--- config.mk ---
export PLATFORM = sky130hd
export DESIGN_NAME = uart_tx_frame_seq
export DESIGN_NICKNAME = d
export VERILOG_FILES = /design/src/rtl/uart_tx_frame_seq.sv
export SDC_FILE = /design/constraint.sdc
export NUM_CORES = 1
export LEC_CHECK = 0
export ABC_CLOCK_PERIOD_IN_PS = 1500
export BUFFER_PORTS_ARGS = -buffer_cell sky130_fd_sc_hd__buf_2
export CAP_MARGIN = 20
export CORE_MARGIN = 10
export CORE_UTILIZATION = 45
export CTS_CLUSTER_SIZE = 10
export DETAILED_ROUTE_END_ITERATION = 7
export GPL_TIMING_DRIVEN = 0
export PLACE_DENSITY = 0.69
export SLEW_MARGIN = 20
export SYNTH_ARGS = -nofsm -noshare
export SYNTH_HDL_FRONTEND = slang
export SYNTH_SLANG_ARGS = --single-unit
--- constraint.sdc ---
create_clock -name clk -period 1.5 [get_ports clk]
set_input_delay 0.15 -clock clk [delete_from_list [all_inputs] [get_ports clk]]
set_output_delay 0.15 -clock clk [all_outputs]
set_load 0.05 [all_outputs]
--- src/rtl/uart_tx_frame_seq.sv ---
// rtl/uart_tx_frame_seq.sv - UART transmit frame sequencer (start/data/parity/stop)
//
// Serialises one parallel word per tx_valid/tx_ready handshake onto tx_out,
// paced by a one-cycle baud_tick strobe per bit period. The frame is a start
// bit, DATA_BITS data bits (LSB first), an optional parity bit and STOP_BITS
// stop bits.
//
// Ports:
//   clk        system clock, rising edge
//   rst_n      asynchronous active-low reset
//   baud_tick  one-cycle strobe at each bit-period boundary
//   tx_data    word to transmit, sampled only at accept
//   tx_valid   tx_data is valid
//   tx_ready   block can accept a word (registered)
//   tx_out     serial line, registered, idles high
//   busy       a frame is in progress (registered)
//   sel        current field: 00 start, 01 data, 10 parity, 11 stop/idle
module uart_tx_frame_seq #(
  parameter int DATA_BITS  = 8,
  parameter int PARITY_EN  = 1,
  parameter int PARITY_ODD = 0,
  parameter int STOP_BITS  = 1
) (
  input  logic                 clk,
  input  logic                 rst_n,
  input  logic                 baud_tick,
  input  logic [DATA_BITS-1:0] tx_data,
  input  logic                 tx_valid,
  output logic                 tx_ready,
  output logic                 tx_out,
  output logic                 busy,
  output logic [1:0]           sel
);

  if (DATA_BITS < 5 || DATA_BITS > 9) begin : g_bad_data_bits
    $error("uart_tx_frame_seq: DATA_BITS must be in 5..9");
  end
  if (STOP_BITS < 1 || STOP_BITS > 2) begin : g_bad_stop_bits
    $error("uart_tx_frame_seq: STOP_BITS must be 1 or 2");
  end

  localparam logic [3:0] LAST_IDX  = 4'(DATA_BITS - 1);
  localparam logic       LAST_STOP = 1'(STOP_BITS - 1);
  localparam logic       PAR_EN    = (PARITY_EN != 0);
  localparam logic       PAR_ODD   = (PARITY_ODD != 0);

  localparam logic [1:0] SEL_START  = 2'b00;
  localparam logic [1:0] SEL_DATA   = 2'b01;
  localparam logic [1:0] SEL_PARITY = 2'b10;
  localparam logic [1:0] SEL_IDLE   = 2'b11;

  typedef enum logic [2:0] {
    S_IDLE,
    S_ARM,
    S_START,
    S_DATA,
    S_PARITY,
    S_STOP
  } state_t;

  state_t               state_q, state_d;
  logic [DATA_BITS-1:0] shift_q, shift_d;
  logic                 par_q, par_d;
  logic [3:0]           bit_idx_q, bit_idx_d;
  logic                 stop_cnt_q, stop_cnt_d;
  logic                 tx_out_q, tx_out_d;
  logic                 tx_ready_q, tx_ready_d;
  logic                 busy_q, busy_d;
  logic [1:0]           sel_q, sel_d;

  always_comb begin
    state_d    = state_q;
    shift_d    = shift_q;
    par_d      = par_q;
    bit_idx_d  = bit_idx_q;
    stop_cnt_d = stop_cnt_q;

    unique case (state_q)
      S_IDLE: begin
        // A tick coincident with accept is deliberately not seen: ARM only
        // starts looking for ticks from the following cycle.
        if (tx_valid && tx_ready_q) begin
          shift_d    = tx_data;
          par_d      = (^tx_data) ^ PAR_ODD;
          bit_idx_d  = 4'd0;
          stop_cnt_d = 1'b0;
          state_d    = S_ARM;
        end
      end
      S_ARM: begin
        if (baud_tick) state_d = S_START;
      end
      S_START: begin
        if (baud_tick) begin
          bit_idx_d = 4'd0;
          state_d   = S_DATA;
        end
      end
      S_DATA: begin
        if (baud_tick) begin
          shift_d   = shift_q >> 1;
          bit_idx_d = bit_idx_q + 4'd1;
          if (bit_idx_q == LAST_IDX) begin
            stop_cnt_d = 1'b0;
            state_d    = PAR_EN ? S_PARITY : S_STOP;
          end
        end
      end
      S_PARITY: begin
        if (baud_tick) begin
          stop_cnt_d = 1'b0;
          state_d    = S_STOP;
        end
      end
      S_STOP: begin
        if (baud_tick) begin
          if (stop_cnt_q == LAST_STOP) state_d = S_IDLE;
          else                         stop_cnt_d = stop_cnt_q + 1'b1;
        end
      end
      default: state_d = S_IDLE;
    endcase

    // Outputs are derived from the next state so the registered line moves
    // on the same edge that samples the causing baud_tick.
    tx_out_d = 1'b1;
    sel_d    = SEL_IDLE;
    unique case (state_d)
      S_START: begin
        tx_out_d = 1'b0;
        sel_d    = SEL_START;
      end
      S_DATA: begin
        tx_out_d = shift_d[0];
        sel_d    = SEL_DATA;
      end
      S_PARITY: begin
        tx_out_d = par_d;
        sel_d    = SEL_PARITY;
      end
      default: begin
        tx_out_d = 1'b1;
        sel_d    = SEL_IDLE;
      end
    endcase
    busy_d     = (state_d != S_IDLE);
    tx_ready_d = (state_d == S_IDLE);
  end

  always_ff @(posedge clk or negedge rst_n) begin
    if (!rst_n) begin
      state_q    <= S_IDLE;
      shift_q    <= '0;
      par_q      <= 1'b0;
      bit_idx_q  <= 4'd0;
      stop_cnt_q <= 1'b0;
      tx_out_q   <= 1'b1;
      tx_ready_q <= 1'b1;
      busy_q     <= 1'b0;
      sel_q      <= SEL_IDLE;
    end else begin
      state_q    <= state_d;
      shift_q    <= shift_d;
      par_q      <= par_d;
      bit_idx_q  <= bit_idx_d;
      stop_cnt_q <= stop_cnt_d;
      tx_out_q   <= tx_out_d;
      tx_ready_q <= tx_ready_d;
      busy_q     <= busy_d;
      sel_q      <= sel_d;
    end
  end

  assign tx_out   = tx_out_q;
  assign tx_ready = tx_ready_q;
  assign busy     = busy_q;
  assign sel      = sel_q;

endmodule

# Yosys cells after proc, flatten, opt, wreduce, memory -nomap -nowiden
# Index checks and enable logic that the tools add are counted.
# Widths: inputs -> output; s select.
[totals]
latch_bits = 0
output_inout_bits = 5
ram_bits = 0
n_memories = 0
rom_bits = 0
elab_cells = 65
regBits = 22
[classes]
n_reduce_logical = 11
n_eq_ne = 15
addsub = 2
magnitude_cmp = 0
n_mul = 0
n_bitwise = 0
n_shift = 0
n_mux = 27
div = 0
[op_table]
columns = ["cell", "count"]
rows = [
  ["$mux 3", 8],
  ["$pmux 3 s6", 1],
  ["$mux 8", 2],
  ["$pmux 8 s2", 1],
  ["$eq 3x2->1 const B", 4],
  ["$mux 4", 3],
  ["$ne 2x2->1 const B", 6],
  ["$pmux 4 s3", 1],
  ["$eq 3x3->1 const B", 3],
  ["$mux 1", 8],
  ["$reduce_xor 8->1", 1],
  ["$logic_not 3->1", 2],
  ["$pmux 2 s3", 1],
  ["$reduce_and 6->1", 1],
  ["$reduce_bool 3->1", 2],
  ["$add 4x1->4 const B", 1],
  ["$eq 4x3->1 const B", 1],
  ["$pmux 1 s4", 1],
  ["$reduce_and 4->1", 1],
  ["$reduce_bool 4->1", 1],
  ["$eq 3x1->1 const B", 1],
  ["$pmux 1 s3", 1],
  ["$reduce_and 3->1", 1],
  ["$reduce_bool 2->1", 1],
  ["other kinds (2)", 2],
]

# Depth between registers and ports, before layout
[logic_depth]
ltp_word = 6
depth_mapped = 5
depth_no_buf = 5

# Worst setup path before layout
# No wires, ideal clock.
[synth_path]
path_type = "register to register"
startpoint = "register tx_ready_q (netlist: tx_ready)"
endpoint = "register tx_out_q (netlist: tx_out)"
path_stages_with_launch = 5
required_ps = 1405
setup_slack_ps = -192
arrival_ps = 1596
cell_sequence = "dfstp_2 -> nand4bb_1 -> a21o_1 -> a222oi_1 -> o311ai_1"
[synth_between]
elab_chain_cells = 5
elab_cells_between_ends = 11
[synth_rtl]
columns = ["element", "line_no", "text"]
rows = [
  ["start, declared", "67", "logic tx_ready_q, tx_ready_d;"],
  ["start signal, assigned", "168", "tx_ready_q <= tx_ready_d;"],
  ["$logic_and 1x1->1 *", "82", "if (tx_valid && tx_ready_q) begin"],
  ["$mux 3", "82", ""],
  ["$pmux 3 s6", "78", "unique case (state_q)"],
  ["$eq 3x3->1 or $eq 3x2->1 (tied branches)", "128", "unique case (state_d)"],
  ["$pmux 1 s3 *", "128", ""],
  ["net tx_out_d", "66", "logic tx_out_q, tx_out_d;"],
  ["end signal, assigned", "167", "tx_out_q <= tx_out_d;"],
  ["end, declared", "66", ""],
]
# Mark *: on every way through the listed nets, which the timed path passes. The rest lies on a longest branch. The select of a mux whose other input is x is not followed.
# A chain may end at the register's enable or synchronous reset.

# Worst setup path in the final report
[layout_path]
startpoint = "register tx_ready_q (netlist: tx_ready)"
endpoint = "register shift_q[5]"
[layout_between]
elab_chain_cells = 3
[layout_rtl]
columns = ["element", "line_no", "text"]
rows = [
  ["$logic_and 1x1->1", "82", ""],
  ["$ne 2x2->1 (no line)", "--", ""],
  ["$reduce_and 3->1 (no line)", "--", ""],
  ["end signal, assigned", "163", "shift_q <= shift_d;"],
  ["end, declared", "62", "logic [DATA_BITS-1:0] shift_q, shift_d;"],
]
# Every way passes these cells.

==> reports/qor.yml <==
clock_tree:
  ctsRootBufferMaster: "clkbuf_4"
  numCtsBuffers: 3
  path_clk_slew_ps: 130
  htree_levels: 1
  cts.path.max_buffers: 2
  insertion_delay_ps: 310
  clkSinkCount: 21
  tritoncts: "done"
logic_synthesis:
  synth_area_um2: 1032
  syn-num-nets: 113
  netlist_instances: 100
  syn_area_per_cell_um2: 10.32
  synthTopCellsByArea: "dfrtp_1 (41%), dfstp_2 (10%), a222oi_1 (6.8%)"
  ys_ff_latch: 21
  yosysSeqAreaShare_pct: 51.39
  synth_cell_type_count: 27
  synth_top_area_share_pct: 41.21
  synth_largest_area_cell: "dfrtp_1"
  yosysWarnings: 0
critical_path:
  critPathCaptureType: "flip-flop"
  slowest_delay_ps: 590
  cp_max_fo: 7
  rr_startpoint: "tx_ready"
  start_kind: "flip-flop"
  crit_family: "flip-flops"
  critPathBufInv: 2
  path_class: "reg2reg"
  startpoint: "tx_ready"
  crit_path_top_delay_cell: "dfstp_2"
  r2r_cells: 5
  path_depth: 5
  crit_arrival_ps: 1760
  path_cells: "nand4bb_4 > a21o_4 > buf_12 > a222oi_1 > inv_1"
  required_ps: 1690
power:
  power.density_nw_per_um2: 1141
  ir_drop_v: 0.0006629
  leakage_nw: 0.6650
timing:
  fmax_mhz: 635.5
  hold_violations: 0
  relSlewSlack_pct: 69.24
  fin_tns_setup_ps: -492.7
  hold_slack_ps: 112.4
  post-route-min-period_ps: 1574
  rsz0062_at_grt: "yes"
  setup_viol: 10
  fin_worst_skew_ps: 14.28
  worst_slack_ps: -73.66
  post-route-period-util_pct: 104.9
  slew_violations: 0
  worst_pin_slew_ps: 461.4
grt:
  grt-ovfl-total: 0
  grt_pass1_wl_um: 3953
  grt_antenna_before_repair: 0
  grt_pass1_vias: 848
  grt_use_total_pct: 10.85
  grt_max_degree: 22
finish:
  nNetsFinal: 141
  area_growth_syn_to_layout_pct: 24.00
  n_antenna_cell: 0
  drive_gt1_share_pct: 31.50
floorplan:
  core-area_um2: 2191
  pin_count: 17
  die-area_um2: 4610
  start_util_pct: 47.12
  die_w_um: 67.90
  fp-row-count: 17
  die_height_um: 67.90
routing:
  dr.pass1.iters: 4
  drt-total-wl_um: 2412
  wl_per_cell_um: 15.56
  antenna_left: 0
  drc: 0
  drtIter0Drc: 68
  vias: 870
  avgViaCountPerCell: 5.613
place:
  gp_congestion: 0.8780
  dp_hpwl_um: 1661
  portBuffers: 16
min_path:
  whs_path_depth: 2
  hold_start: "tx_data[7]"
  worstHoldPathType: "in2reg"
status:
  status: "finished, violations left"
  violations: "setup timing"
job:
  max_cap_viol_count: 0
[area by class of cell]
| class | instances | area [µm²] |
|---|---|---|
| buffer | 6 | 28.78 |
| clock buffer | 4 | 26.28 |
| fill | 197 | 910.9 |
| inverter | 10 | 37.54 |
| multi-input combinational | 63 | 471.7 |
| sequential | 21 | 533.0 |
| tap | 28 | 35.03 |
| timing repair buffer | 23 | 147.6 |
[cell families (layout without fill, tap and decap cells)]
family / count (synthesis) / in the layout / share of synthesized area (%)
flip-flops: 21 / 21 / 51.39
adder cells (fa/ha/maj): 1 / 1 / 1.212
AND/OR/NAND/NOR: 25 / 25 / 12.97
buffers and inverters: 16 / 43 / 6.061
XOR/XNOR: 7 / 7 / 5.940
AO/OA/AOI/OAI: 29 / 29 / 21.33
multiplexers: 1 / 1 / 1.091
[cells in the final DEF, fill, tap and decap left out, drive strengths merged]
cell,instances
a211o,2
nor2b,1
and3,1
o221ai,1
dlygate4sd3,1
nand3,4
a21oi,5
nor2,7
dfrtp,17
nand3b,2
nand2,6
buf,25
nand4,1
o21ai,4
nand4bb,1
o31ai,2
a222oi,7
clkbuf,7
inv,10
dfstp,4
mux2,1
xnor2,7
a21o,3
a22o,2
ha,1
and4b,2
a22oi,2
o311ai,1
[sequential cells by signal (all words and copies together) (netlist names)]
name,flops
shift_q,8
bit_idx_q,4
state_q,3
sel,2
busy,1
par_q,1
tx_out,1
tx_ready,1
[final timing paths]
check | to | slack (ps)
setup / recovery | shift_q[5] | -70
hold / removal | shift_q[7] | 110
setup reg to reg | shift_q[5] | -70
hold reg to reg | shift_q[6] | 510
max in group asynchronous | sel[1] | 850
min in group asynchronous | shift_q[2] | 310
[cells in the mapped netlist (all sizes together)]
master and instances:
xnor2 7, a21oi 5, a211o 2, buf 2, nand4 1, nand3 4
mux2 1, nand3b 2, nand2 6, dfrtp 17, and4b 2, nand4bb 1
o311ai 1, nor2b 1, a22o 2, a22oi 2, o221ai 1, inv 10
o31ai 2, dfstp 4, a222oi 7, o21ai 4, a21o 3, ha 1
clkbuf 4, nor2 7, and3 1
[through the flow]
stage | utilization [%] | std cells | total power, mW | area, µm² | setup slack (ps)
after floorplan | - | 100 | 1.003 | 1033 | -127.5
after global placement | 52.43 | 144 | 1.098 | 1149 | -75.18
after detailed placement | 52.43 | 144 | 1.103 | 1149 | -112.5
after CTS | 56.14 | 152 | 1.416 | 1230 | -98.54
after global routing | 58.42 | 155 | 1.562 | 1280 | -189.8
final | 58.42 | 155 | 1.460 | 1280 | -73.66
[power by group]
part	switching, mW	leakage (nW)	internal, mW
registers	0.0634	0.252	0.648
clock network	0.177	0.0150	0.104
logic	0.248	0.398	0.221
[routing by layer]
metal | global-route usage (%) | vias to the layer above | routed length, µm
li1 | - | 422 | -
met1 | 13.68 | 426 | 1040
met2 | 17.61 | 20 | 1202
met3 | 2.773 | 2 | 156
met4 | 3.769 | 0 | 12
met5 | 0 | - | 0
[timing repair]
item,in CTS,in global routing
endpoints found under the setup margin,10,15
cloned,0,0
hold buffers,1,0
setup buffers,3,3
pin swaps,3,12
hold endpoints to repair,17,0
resized for setup,4,8
Note: power is estimated with default switching activity, not from simulation.
